`src/rtl/serial_sub_pkg.sv`:
```
// Shared definitions for the bit-serial subtractor controller:
// FSM state encoding and the default operand width.
package serial_sub_pkg;

  localparam int DEFAULT_WIDTH = 8;

  typedef enum logic [1:0] {
    IDLE = 2'd0,
    RUN  = 2'd1,
    DONE = 2'd2
  } state_e;

endpackage

```
`src/rtl/serial_sub_ctrl_cell.sv`:
```
// One-bit full subtractor: d = x - y - bin, bout = borrow out.
// This is the only arithmetic in the subtractor block.
module sub1_cell (
  input  logic x,
  input  logic y,
  input  logic bin,
  output logic d,
  output logic bout
);

  assign d    = x ^ y ^ bin;
  assign bout = (~(x ^ y) & bin) | (~x & y);

endmodule

```
`src/rtl/serial_sub_ctrl.sv`:
```
// Bit-serial subtractor: computes a-b mod 2^WIDTH, LSB first, one bit per clock
// through a single shared sub1_cell. Optional zero flag: SERIAL_SUB_ZERO_FLAG_EN.
module serial_sub_ctrl
  import serial_sub_pkg::*;
#(
  parameter int WIDTH = DEFAULT_WIDTH
) (
  input  logic             clk,
  input  logic             rst_n,
  input  logic             start,
  input  logic [WIDTH-1:0] a,
  input  logic [WIDTH-1:0] b,
  output logic             busy,
  output logic             done,
  output logic [WIDTH-1:0] diff,
  output logic             borrow
`ifdef SERIAL_SUB_ZERO_FLAG_EN
  ,
  output logic             zero
`endif
);

  localparam int CNT_W = (WIDTH > 1) ? $clog2(WIDTH) : 1;
  localparam logic [CNT_W-1:0] LAST_CNT = CNT_W'(WIDTH - 1);

  state_e             state_r;
  state_e             state_nxt_s;
  logic [WIDTH-1:0]   a_sh_r;
  logic [WIDTH-1:0]   b_sh_r;
  logic [CNT_W-1:0]   cnt_r;
  logic               bflop_r;
  logic               busy_r;
  logic               done_r;
  logic [WIDTH-1:0]   diff_r;
  logic               borrow_r;
  logic               load_s;
  logic               step_s;
  logic               finish_s;
  logic               cell_d_s;
  logic               cell_bout_s;
  logic [WIDTH-1:0]   res_fin_s;

  sub1_cell u_cell (
    .x    (a_sh_r[0]),
    .y    (b_sh_r[0]),
    .bin  (bflop_r),
    .d    (cell_d_s),
    .bout (cell_bout_s)
  );

  // Next-state and datapath control decode
  always_comb begin
    state_nxt_s = state_r;
    load_s      = 1'b0;
    step_s      = 1'b0;
    finish_s    = 1'b0;
    case (state_r)
      IDLE: begin
        if (start) begin
          state_nxt_s = RUN;
          load_s      = 1'b1;
        end else begin
          state_nxt_s = IDLE;
        end
      end
      RUN: begin
        step_s = 1'b1;
        if (cnt_r == LAST_CNT) begin
          state_nxt_s = DONE;
          finish_s    = 1'b1;
        end else begin
          state_nxt_s = RUN;
        end
      end
      DONE: begin
        state_nxt_s = IDLE;
      end
      default: begin
        state_nxt_s = IDLE;
      end
    endcase
  end

  // FSM state register
  always_ff @(posedge clk or negedge rst_n) begin
    if (!rst_n) begin
      state_r <= IDLE;
    end else begin
      state_r <= state_nxt_s;
    end
  end

  // Operand shift registers, bit counter and running borrow
  always_ff @(posedge clk or negedge rst_n) begin
    if (!rst_n) begin
      a_sh_r  <= {WIDTH{1'b0}};
      b_sh_r  <= {WIDTH{1'b0}};
      cnt_r   <= {CNT_W{1'b0}};
      bflop_r <= 1'b0;
    end else if (load_s) begin
      a_sh_r  <= a;
      b_sh_r  <= b;
      cnt_r   <= {CNT_W{1'b0}};
      bflop_r <= 1'b0;
    end else if (step_s) begin
      a_sh_r  <= a_sh_r >> 1;
      b_sh_r  <= b_sh_r >> 1;
      bflop_r <= cell_bout_s;
      // Counter parks at the last bit instead of wrapping.
      if (!finish_s) begin
        cnt_r <= cnt_r + CNT_W'(1);
      end
    end
  end

  // Partial result: the low WIDTH-1 bits accumulate here, the final bit comes
  // straight from the cell on the completing edge.
  generate
    if (WIDTH == 1) begin : g_res_w1
      assign res_fin_s = cell_d_s;
    end else begin : g_res_wn
      logic [WIDTH-2:0] res_sh_r;

      assign res_fin_s = {cell_d_s, res_sh_r};

      // Result shift register, filled from the MSB side
      always_ff @(posedge clk or negedge rst_n) begin
        if (!rst_n) begin
          res_sh_r <= {(WIDTH-1){1'b0}};
        end else if (load_s) begin
          res_sh_r <= {(WIDTH-1){1'b0}};
        end else if (step_s) begin
          res_sh_r <= res_fin_s[WIDTH-1:1];
        end
      end
    end
  endgenerate

  // Registered status and result outputs; result updates only on completion
  always_ff @(posedge clk or negedge rst_n) begin
    if (!rst_n) begin
      busy_r   <= 1'b0;
      done_r   <= 1'b0;
      diff_r   <= {WIDTH{1'b0}};
      borrow_r <= 1'b0;
    end else begin
      busy_r <= (state_nxt_s == RUN);
      done_r <= (state_nxt_s == DONE);
      if (finish_s) begin
        diff_r   <= res_fin_s;
        borrow_r <= cell_bout_s;
      end
    end
  end

`ifdef SERIAL_SUB_ZERO_FLAG_EN
  logic zero_r;

  // Zero flag tracks diff and is captured on the same edge
  always_ff @(posedge clk or negedge rst_n) begin
    if (!rst_n) begin
      zero_r <= 1'b0;
    end else if (finish_s) begin
      zero_r <= (res_fin_s == {WIDTH{1'b0}});
    end
  end

  assign zero = zero_r;
`endif

  assign busy   = busy_r;
  assign done   = done_r;
  assign diff   = diff_r;
  assign borrow = borrow_r;

endmodule

```
`config.mk`:
```
export PLATFORM = sky130hd
export DESIGN_NAME = serial_sub_ctrl
export DESIGN_NICKNAME = d
export VERILOG_FILES = /design/src/rtl/serial_sub_pkg.sv /design/src/rtl/serial_sub_ctrl_cell.sv /design/src/rtl/serial_sub_ctrl.sv
export SDC_FILE = /design/constraint.sdc
export NUM_CORES = 1
export LEC_CHECK = 0
export BUFFER_PORTS_ARGS = -buffer_cell sky130_fd_sc_hd__buf_4
export CORE_MARGIN = 8
export CORE_UTILIZATION = 25
export CTS_BUF_LIST = sky130_fd_sc_hd__clkbuf_16
export DETAILED_ROUTE_END_ITERATION = 10
export PLACE_DENSITY = 0.5
export SLEW_MARGIN = 10
export SYNTH_ARGS = -nofsm -noshare
export SYNTH_HDL_FRONTEND = slang
export SYNTH_SLANG_ARGS = --single-unit
```
`constraint.sdc`:
```
create_clock -name clk -period 1.8 [get_ports clk]
set_clock_uncertainty 0.2 [all_clocks]
set_input_delay 0.36 -clock clk [delete_from_list [all_inputs] [get_ports clk]]
set_output_delay 0.36 -clock clk [all_outputs]
set_load 0.05 [all_outputs]
```
==> metrics list, run 1 <==
- CP cell instances: ha_1, ha_1, nand3b_1, buf_12, mux2_2
* Class of the tightest hold or removal check: in2reg
- Once detail routing completed, the nets flagged for antenna violations numbered 0.
- Total clock buffers created by CTS: 5
* Total area of multi-input combinational cells: approximately 710 sq um
* H-tree Lvls: 2
* Unrepaired setup endpoints after global routing: false
- Final setup fails: 0
* Worst path most repeated cell: ha_1
- The max-slew violation count is 0.
* TritonCTS clock tree: yes
- Max Fanout on Critical Path: 11
* Number of warning messages in the yosys log: 0
- Fraction of the yosys area taken by sequential cells: 0.5402
* HPWL after detailed placement: 2758 microns
* Growth of design area from synthesis to finish: 28.90%
* Cell row count: 31
- Maximum ir drop on the vdd rail: ~0.48 mV
- Summed over all instances, the cell type with the most area after synthesis is dfrtp_1.
* Period Utilization, post-route: 0.9479
- Number of nets produced by synthesis: approximately 180
- Clock latency reported for the late side of the worst-skew pair: around 0.28 ns
- Setup slack, reg-to-reg: 0.09 ns
- Number of global-route vias before repair: 1,306
- Counting I/O delays and the setup requirement, the final critical path takes between 1.5 and 2 ns.
- Cell types occupying the most area after synthesis: dfrtp_1 (54%), nor4b_1 (5.7%), mux2_2 (4.9%)
- Timing would allow up to approximately 590 MHz.
* CTS resizes: 0
- Status: completed
- Worst Setup Start Kind: flip-flop
- For this design the ratio of total power to cell area is 1751 mW/mm^2.
* DR vias/cell: between 4 and 5
- Top-area cell type share of the netlist area: 0.5402
- Required time of the critical path: approximately 1.8 ns
* Arrival time reported for the critical path endpoint: 1.67 ns
- Max-cap violation count: 0
- Slowest cell delay on critical path: about 0.40 ns
* Footprint of the flip-flops and latches: approximately 0.001 sq mm
- Bufs on Longest Clock Path: 2
- Entering global routing, the biggest net connects 41 pins.
- Post-synthesis async set-or-reset flop share: 1.000
- Counting every sink on the clock net gives 40.
- The cell sitting at the root of the clock tree is a clkbuf_16.
- The worst setup path is captured at a flip-flop.
- After global routing the overflow that remains totals 0.
* Max-slew headroom: 0.5527
- Dominant delay contributor by cell family on the critical path: flip-flops
- Buffers & Inverters on Critical Path: 1
- Counting every instance in the synthesized netlist gives 153.
* Core area: roughly 0.007 sq mm
- The count of endpoints failing hold in the final timing report was 0.
- Synthesis instantiated 29 different standard cells from the library.
- Dividing the detail-routed wire length by the instance count gives 13.62 microns.
- In the final layout, the share of cells above drive strength 1 is 0.3191.
- Final weighted congestion in routability-driven placement: between 0.7 and 0.8
- Pre-Repair DR Iteration Count: 4
- For this run, design rule violations remaining after detail routing come to 0.
* Via count: about 1,300
* Clock-pin slew on the worst setup and hold paths: approximately 0.060 ns
- Leak Pwr: 1.123 nW
- IO Pins: 30
* Post-Route Hold Slack: roughly 0.23 ns
* Post-Route Setup TNS: 0 ns
* Class of the most critical setup path: reg2reg
- The floorplan step set the die height to about 100 microns.
- The repair_antennas step left the layout with diodes totalling 0.
- Most numerous cell types in the synthesized netlist: dfrtp_1 (40), inv_1 (17), nor3b_1 (12), nor4b_1 (12), a211oi_1 (11)
* Initial standard-cell utilization of the core: 0.2569
- Die area: 0.01042 sq mm
* NumNets Final: 209
* Number of flops mapped to enable cells by yosys: 0
- Number of input and output port buffers inserted: 29
- In the global route stage, overall resource usage came out at 0.08202.
- The initial antenna violation count was 0.
- Highest-delay cell along the critical path: dfrtp_1
- Chip width: around 100 microns
- Global-route wire length before repair: ~6600 microns
- Each instance of the synthesized netlist takes up on average 12.11 sq um.
* Measured slew at the worst slew-check pin: 0.6696 ns
* Total detailed-routing wirelength: ~3900 microns
- Synthesized flop and latch total: 40
- Cell area after synthesis: roughly 0.0019 sq mm
- Most used standard cell by instance count after synthesis: dfrtp_1
- Initial DRC Count: 73
* Leading register cell type out of synthesis: dfrtp_1
- After filler insertion, the fill cell instance count of the layout stands at 757.
final timing paths:
check,depth (start not counted),end,from
max,5,diff[0]$_DFFE_PN0N_,cnt_r[1]$_DFFE_PN0P_
min,3,a_sh_r[0]$_DFFE_PN0P_,a[0]
max reg2reg,5,diff[0]$_DFFE_PN0N_,cnt_r[1]$_DFFE_PN0P_
min reg2reg,1,b_sh_r[7]$_DFFE_PN0P_,b_sh_r[7]$_DFFE_PN0P_
max in group asynchronous,2,a_sh_r[3]$_DFFE_PN0P_,rst_n
min in group asynchronous,2,g_res_wn.res_sh_r[6]$_DFFE_PN0P_,rst_n
kinds of logic after synthesis:
group / after synthesis / synth area share
buffers and inverters: 31 / 0.07900
DFF: 40 / 0.5402
adders and majority gates: 3 / 0.02431
and+or+nand+nor: 39 / 0.1654
AOI/OAI and AO/OA: 31 / 0.1371
muxes: 9 / 0.05402
metrics by stage:
stage | setup slack, ns | instance area, sq um | total power, mW | std cells | util
after global placement | 0.09183 | 2200 | 3.173 | 277 | 0.3049
final | 0.09383 | 2389 | 4.183 | 287 | 0.3311
after CTS | 0.04837 | 2381 | 4.236 | 286 | 0.3300
after floorplan | 0.02217 | 1853 | 2.733 | 153 | -
after global routing | 0.02333 | 2389 | 4.488 | 287 | 0.3311
after detailed placement | 0.05808 | 2200 | 3.198 | 277 | 0.3049
power by group:
| group | switching [mW] | internal, mW | leakage [nW] |
|---|---|---|---|
| clock | 0.362 | 0.658 | 0.0804 |
| combinational | 0.924 | 0.733 | 0.551 |
| sequential | 0.217 | 1.29 | 0.491 |
| total | 1.50 | 2.68 | 1.12 |
per-layer routing:
layer	share of wire	GRT usage	routed length [microns]
met1	0.49	0.1071	1932
met2	0.43	0.1179	1690
met3	0.061	0.03134	237
met4	0.013	0.03386	49
met5	0	0	0
repair_timing:
item,in CTS,in global routing
hold endpoints to repair,40,0
setup endpoints to repair,0,3
hold buffers,1,0
setup buffers,0,1
area by class of cell:
type                       instances  area share
sequential                        40      0.4191
clock buffer                       5     0.05238
multi-input combinational         82      0.2954
timing repair buffer              41      0.1351
tap                               99     0.05186
inverter                          17     0.02672
clock inverter                     3     0.01938
layout by cell type, fill, tap and decap left out, drive strengths merged, types with 5 or more instances in the layout:
cell type and count:
a211oi 11, a22o 7, buf 40, clkbuf 5
dfrtp 40, inv 18, mux2 8, nand2b 5
nor3b 12, nor4b 12
worst register-to-register path: cells and delay by family (launching register included):
family / cells / cell delay [ns]
flip-flops: 1 / 0.40
adder cells (fa/ha/maj): 2 / 0.38
multiplexers: 1 / 0.33
buffers and inverters: 1 / 0.15
AND/OR/NAND/NOR: 1 / 0.13
state kept, by name (all words and copies together), names as in the netlist:
name / count
a_sh_r: 8
busy: 1
bflop_r: 1
borrow: 1
b_sh_r: 8
cnt_r: 3
state_r: 2
done: 1
diff: 8
g_res_wn.res_sh_r: 7
Power figures use the tool's default switching activity.
==> inputs of run 2 (changes only) <==
Settings changed: BUFFER_PORTS_ARGS -buffer_cell sky130_fd_sc_hd__buf_4 to -buffer_cell sky130_fd_sc_hd__buf_2, CORE_ASPECT_RATIO set to 1.1.
==> run 2 against run 1 <==
Count of clock-buffer cells in the layout stayed put. Largest cell class unchanged. Flip-flop and latch count unchanged. Combinational power down 3%. Highest routed layer unchanged. Register-to-register slack about the same. Critical path type unchanged.
==> metrics list, run 2 (same netlist as run 1, synthesis figures left out) <==
- The critical path is of the reg2reg type.
* Clock-pin slew on the worst setup and hold paths: approximately 0.060 ns
- H-tree Lvls: 2
* Total clock buffers created by CTS: 5
- Number of global-route vias before repair: roughly 1,300
- DP Cell Count: approximately 260
- During I/O placement, the number of pins put on the boundary was 30.
* Setup slack, reg-to-reg: around 0.08 ns
- Post-Route Setup TNS: 0 ns
* Aggregate global-route resource usage: 0.08278
- The die is between 90 and 100 microns wide.
* Worst Setup SP: cnt_r[0]$_DFFE_PN0P_
- The internal power of the cells totals around 2.6 mW.
- Clock tree synthesis found a total of 40 sinks.
- Setup violations remaining at the end of the flow were counted as 0.
- Highest-delay cell along the critical path: dfrtp_1
- Via count: approximately 1,300
- Final weighted congestion in routability-driven placement: 0.6931
- Once the clock tree was built, the resizer swapped 0 gates to a different size.
* NumNets Final: 208
- Status: completed
* Initial DRC Count: 90
- Together, buffers and inverters on the worst path number 1.
- Of all nets on the critical path, the largest fanout is 11.
- Slowest cell delay on critical path: about 0.4 ns
- For this configuration, the core starts out at a cell density of 0.2536.
- On the critical path the largest part of the delay comes from flip-flops.
- Hold Violations, Final: 0
* Final Slew Violations: 0
* Measured slew at the worst slew-check pin: a little under 0.7 ns
* Leak Pwr: between 1 and 1.5 nW
- HPWL after detailed placement: 2778 microns
- Number of routed nets with antenna violations: 0
- Core area: about 0.0073 sq mm
* TritonCTS clock tree: yes
* Proportion of total power due to net switching: 0.3637
* Class of the tightest hold or removal check: in2reg
* Root Buffer: clkbuf_16
- Sequential share of power: 0.370
- CP cell instances: ha_1, ha_1, nand3b_1, buf_12, mux2_2
- In this run the critical register-to-register path is launched from cnt_r[0]$_DFFE_PN0P_.
- Layout cells sized above 1: 0.3048
* Arrival time reported for the critical path endpoint: 1.68 ns
- Global-route wire length before repair: approximately 6900 microns
- Required time of the critical path: approximately 1.8 ns
* Fin cells: ~270
- Total global routing overflow: 0
* Routed length per placed instance: approximately 15 microns
- Entering global routing, the biggest net connects 33 pins.
* DR vias/cell: 4.668
* Max-cap violation count: 0
- STA classifies the critical path startpoint as a flip-flop.
- Dividing total power by cell area gives a power density of about 1800 mW/mm^2.
* Diode insertion count for antenna repair: 0
* Growth of design area from synthesis to finish: 24.65%
- The critical path crosses 5 cells after its start point.
* Worst R2R Path Depth: 5
- Clock latency reported for the late side of the worst-skew pair: between 0.2 and 0.3 ns
* Highest-count cells in the layout ignoring fill and taps: dfrtp_1 (40), buf_2 (29), inv_1 (17)
* Pre-Repair DR Iteration Count: 4
- The worst hold path passes through 3 cells.
- For this block, the routed nets add up to between 4000 and 5000 microns of wire.
- Measured along the y axis, the die boundary spans 106.3 microns.
* Worst path most repeated cell: ha_1
- The floorplan has 33 rows.
* Post-Route Hold Slack: around 0.24 ns
* Final period demand of the worst path: 1.720 ns
* Filler Cell Count: 724
- The library cell used most frequently in the layout, excluding fill and tap cells, is dfrtp_1.
- The analysis attributes to net switching a power of 1.490 mW.
* Maximum ir drop on the vdd rail: approximately 0.4 mV
* Startpoint of the lowest-slack hold path: b[3]
- Die area: 0.01043 sq mm
- In the finished design, the share of the clock period the worst path needs comes to 0.9556.
* Max-slew headroom: 0.5371
* Part of the total power dissipated in the clock network: 0.237
- In this run the tool buffered the top-level ports with 29 buffer cells.
- Gate power share: 0.393
- Unrepaired setup endpoints after global routing: false
- The clock passes through at most 2 buffers.
* Antenna violations before repair: 0
- In the routed design, unresolved DRC markers number 0.
- Based on the critical path, the design can be clocked at up to 581.4 MHz.
* Worst Setup End Kind: flip-flop
-- run 2: repair_timing --
item	4_1_cts	5_1_grt
buffers inserted	0	1
hold buffers	1	0
endpoints found under the hold margin	17	0
setup endpoints to repair	0	4
-- run 2: power by group through the flow --
stage	logic (mW)	registers [mW]	clock network (mW)
floorplan	0.933	1.80	0
CTS	1.62	1.52	0.994
detailed placement	1.61	1.53	0
global placement	1.59	1.53	0
global route	1.79	1.57	1.04
finish	1.61	1.52	0.971
-- run 2: worst min-delay path: cells and delay by family --
kind,cells,cell delay [ns]
buf+inv,1,0.08
compound gates,1,0.19
simple gates,1,0.04
-- run 2: layer usage --
| metal | GRT usage | wire length [microns] | vias to the layer above |
|---|---|---|---|
| li1 | - | - | 627 |
| met2 | 0.1219 | 1788 | 29 |
| met4 | 0.03344 | 58 | 0 |
| met1 | 0.1078 | 2007 | 617 |
| met3 | 0.02941 | 193 | 6 |
| met5 | 0 | 0 | - |
-- run 2: path summary, 6_finish.rpt --
check	endpoint
setup / recovery	diff[3]$_DFFE_PN0N_
hold / removal	b_sh_r[3]$_DFFE_PN0P_
setup reg to reg	diff[3]$_DFFE_PN0N_
hold reg to reg	diff[5]$_DFFE_PN0N_
max in group asynchronous	b_sh_r[6]$_DFFE_PN0P_
min in group asynchronous	g_res_wn.res_sh_r[3]$_DFFE_PN0P_
-- run 2: area by class of cell --
cell class / count / area (sq um) / share of cell area
tap: 87 / 108.9 / 0.04713
inverter: 17 / 63.81 / 0.02763
sequential: 40 / 1001 / 0.4334
clock buffer: 5 / 125.1 / 0.05417
clock inverter: 3 / 37.54 / 0.01625
multi-input combinational: 82 / 705.7 / 0.3055
timing repair buffer: 40 / 267.8 / 0.1159
-- run 2: stage by stage --
stage	power, mW	utilization	area (sq um)	worst slack, ns
after floorplan	2.733	-	1853	0.02217
after global placement	3.120	0.2914	2130	0.06889
after detailed placement	3.143	0.2914	2130	0.04410
after CTS	4.136	0.3150	2302	0.07444
after global routing	4.400	0.3160	2310	0.001330
final	4.097	0.3160	2310	0.07986
==> inputs of run 3 (changes only) <==
Settings changed: BUFFER_PORTS_ARGS -buffer_cell sky130_fd_sc_hd__buf_2 to -buffer_cell sky130_fd_sc_hd__buf_4.
Clock period 1.8 ns to 1.4 ns, I/O delays scaled along.
==> run 3 against run 2 <==
The run now ends with negative setup slack left. Sequential power grew 32%. Count of clock-buffer cells in the layout is the same. Wire length grew 15%. Via count grew 9.1%. First-iteration DRC count shrank 74%. Register-to-register slack lost 0.30 ns. Sequential share of layout area shrank 9.2 points. Maximum frequency grew 5.9%. Total power grew 58%. Largest power group unchanged. Highest routed layer unchanged.
==> metrics list, run 3 (same netlist as run 1, synthesis figures left out) <==
- The run finished, with violations left.
- Failing checks: negative setup slack
- Slowest cell delay on critical path: around 0.39 ns
* Switching power summed over all nets: ~2.4 mW
* Post-place setup slack: -0.2544 ns
* Maximum ir drop on the vdd rail: around 0.86 mV
* Most common library cell in the layout ignoring fill and taps: buf_4
- Final Slew Violations: 0
* Total clock buffers created by CTS: 5
* Total detailed-routing wirelength: between 4000 and 5000 microns
* Growth of design area from synthesis to finish: 58.41%
- In the post-route analysis, the smallest setup slack over all paths is -0.2250 ns.
* Antenna violations before repair: 0
- Final weighted congestion in routability-driven placement: around 0.72
- Arrival time reported for the critical path endpoint: 1.59 ns
* Class of the tightest hold or removal check: in2reg
* Number of global-route vias before repair: roughly 1,600
* Number of input and output port buffers inserted: 29
- Once layout is complete, the utilization of the core stands at 0.4016.
- Chip width: 98.09 microns
* Aggregate global-route resource usage: 0.09542
- Worst Setup End Kind: flip-flop
- The final layout contains 224 nets.
- The first global-routing pass estimated ~8000 microns of wire.
- Setup repair after global routing could not meet its margin everywhere.
- Using the TritonRoute via totals, the vias-per-cell ratio works out to around 4.8.
* Max-slew headroom: 0.6542
- The number of antenna diodes in the final layout is 0.
* Max Clk Rate: 615.4 MHz
- For the pin with the worst max-slew slack, the measured transition is 0.5187 ns.
* Post-Route Hold Slack: roughly 0.14 ns
- Clock-pin slew on the worst setup and hold paths: 0.06 ns
- For this configuration, the core starts out at a cell density of 0.2536.
* Total power: 6.460 mW
- Entering global routing, the biggest net connects 41 pins.
- In the layout the commonest cells are buf_4 (42), dfrtp_1 (39), inv_1 (16).
- Max Fanout on Critical Path: 11
- In the final routed layout, each cell accounts on average for around 16 microns.
- Gate power share: 0.491
- Leak Pwr: between 1 and 1.5 nW
* Proportion of total power due to net switching: 0.3654
* Power density cells: 2201 mW/mm^2
- Die area: about 0.010 sq mm
* H-tree Lvls: 2
- TritonCTS built the clock tree.
- Leaving out filler cells and counting taps, the final layout contains 290.
* Via count: approximately 1,400
- The multi-input combinational cells in the finished layout cover a total of between 0.001 and 0.0015 sq mm.
- STA classifies the critical path startpoint as a flip-flop.
- In the final layout, flip-flops and latches occupy between 0.001 and 0.0015 sq mm.
* Final period demand of the worst path: 1.625 ns
* Root Buffer: clkbuf_16
- Hold Violations, Final: 0
- Highest-delay cell along the critical path: dfrtp_1
* Initial DRC Count: 23
- Required time of the critical path: 1.36 ns
- Counting the fill cells in the layout gives about 700.
- The setup check on the worst reg-to-reg path leaves a slack of -0.23 ns.
* DP Cell Count: about 280
- In this run the vertical extent of the chip is between 100 and 150 microns.
- Clock latency reported for the late side of the worst-skew pair: roughly 0.28 ns
- Cell row count: 33
- Max-cap violations in this run came to 0.
- Once detailed placement completed, the half-perimeter wirelength came to between 2000 and 3000 microns.
- Layout cells sized above 1: 0.6059
- Walking the worst path, the cells encountered are ha_2, ha_4, nand3b_1, buf_12, mux2_4.
- Class of the most critical setup path: reg2reg
- Pre-Repair DR Iteration Count: 3
* Bufs on Longest Clock Path: 2
- For this run, design rule violations remaining after detail routing come to 0.
- Once detail routing completed, the nets flagged for antenna violations numbered 0.
- Dividing the final minimum period by the clock period gives 1.161.
* Final setup fails: 34
- During I/O placement, the number of pins put on the boundary was 30.
- Number of sinks driven by the clock tree: 40
- Part of the total power dissipated in the clock network: 0.199
* Sequential share of power: 0.310
- Total global routing overflow: 0
- The internal power of the cells totals 4.100 mW.
* Core area: 0.007308 sq mm
-- run 3: final cells by class --
type                            count  share of cell area
Tap cell                           87             0.03708
Inverter                           17             0.02174
Clock buffer                        5             0.04263
Clock inverter                      3             0.01449
Timing Repair Buffer               56              0.1735
Multi-Input combinational cell     82              0.3691
Sequential cell                    40              0.3414
-- run 3: worst paths after layout --
check / from / endpoint / cells after the start
worst min register to register: b_sh_r[7]$_DFFE_PN0P_ / b_sh_r[7]$_DFFE_PN0P_ / 1
max in group asynchronous: rst_n / state_r[1]$_DFF_PN0_ / 2
worst min-delay path: b[4] / b_sh_r[4]$_DFFE_PN0P_ / 3
min in group asynchronous: rst_n / done$_DFF_PN0_ / 2
worst max-delay path: cnt_r[0]$_DFFE_PN0P_ / diff[0]$_DFFE_PN0N_ / 5
worst max register to register: cnt_r[0]$_DFFE_PN0P_ / diff[0]$_DFFE_PN0N_ / 5
-- run 3: timing repair --
| item | 4_1_cts | 5_1_grt |
|---|---|---|
| pin swaps | 20 | 3 |
| setup buffers | 4 | 1 |
| hold endpoints to repair | 40 | 0 |
| hold buffers | 1 | 0 |
| gates cloned | 1 | 0 |
| setup endpoints to repair | 37 | 40 |
| gates resized for setup | 57 | 17 |
-- run 3: stage by stage --
step                      instance area (sq um)  setup TNS, ns
final                                      2935         -2.854
after floorplan                            1901         -1.894
after detailed placement                   2301         -3.964
after global routing                       2935         -4.872
after global placement                     2301         -4.123
after CTS                                  2826         -2.585
-- run 3: power groups by stage --
stage               clock [mW]  sequential, mW  combinational [mW]
finish                    1.28            2.00                3.17
global route              1.38            2.08                3.44
CTS                       1.32            1.98                3.01
detailed placement           0            1.98                2.42
global placement             0            1.97                2.40
floorplan                    0            2.33                1.28
-- run 3: metal layers --
metal | global-route usage | up-vias | routed length [microns]
met3 | 0.03660 | 4 | 283
met5 | 0 | - | 0
met1 | 0.1145 | 708 | 2027
met2 | 0.1538 | 26 | 2291
met4 | 0.03122 | 0 | 42
li1 | - | 658 | -
-- run 3: worst max-delay path, delay by kind of cell, from the launching register on --
| family | cells | cell delay [ns] |
|---|---|---|
| flops | 1 | 0.39 |
| fa+ha+maj | 2 | 0.34 |
| simple gates | 1 | 0.12 |
| mux | 1 | 0.30 |
| buf+inv | 1 | 0.16 |
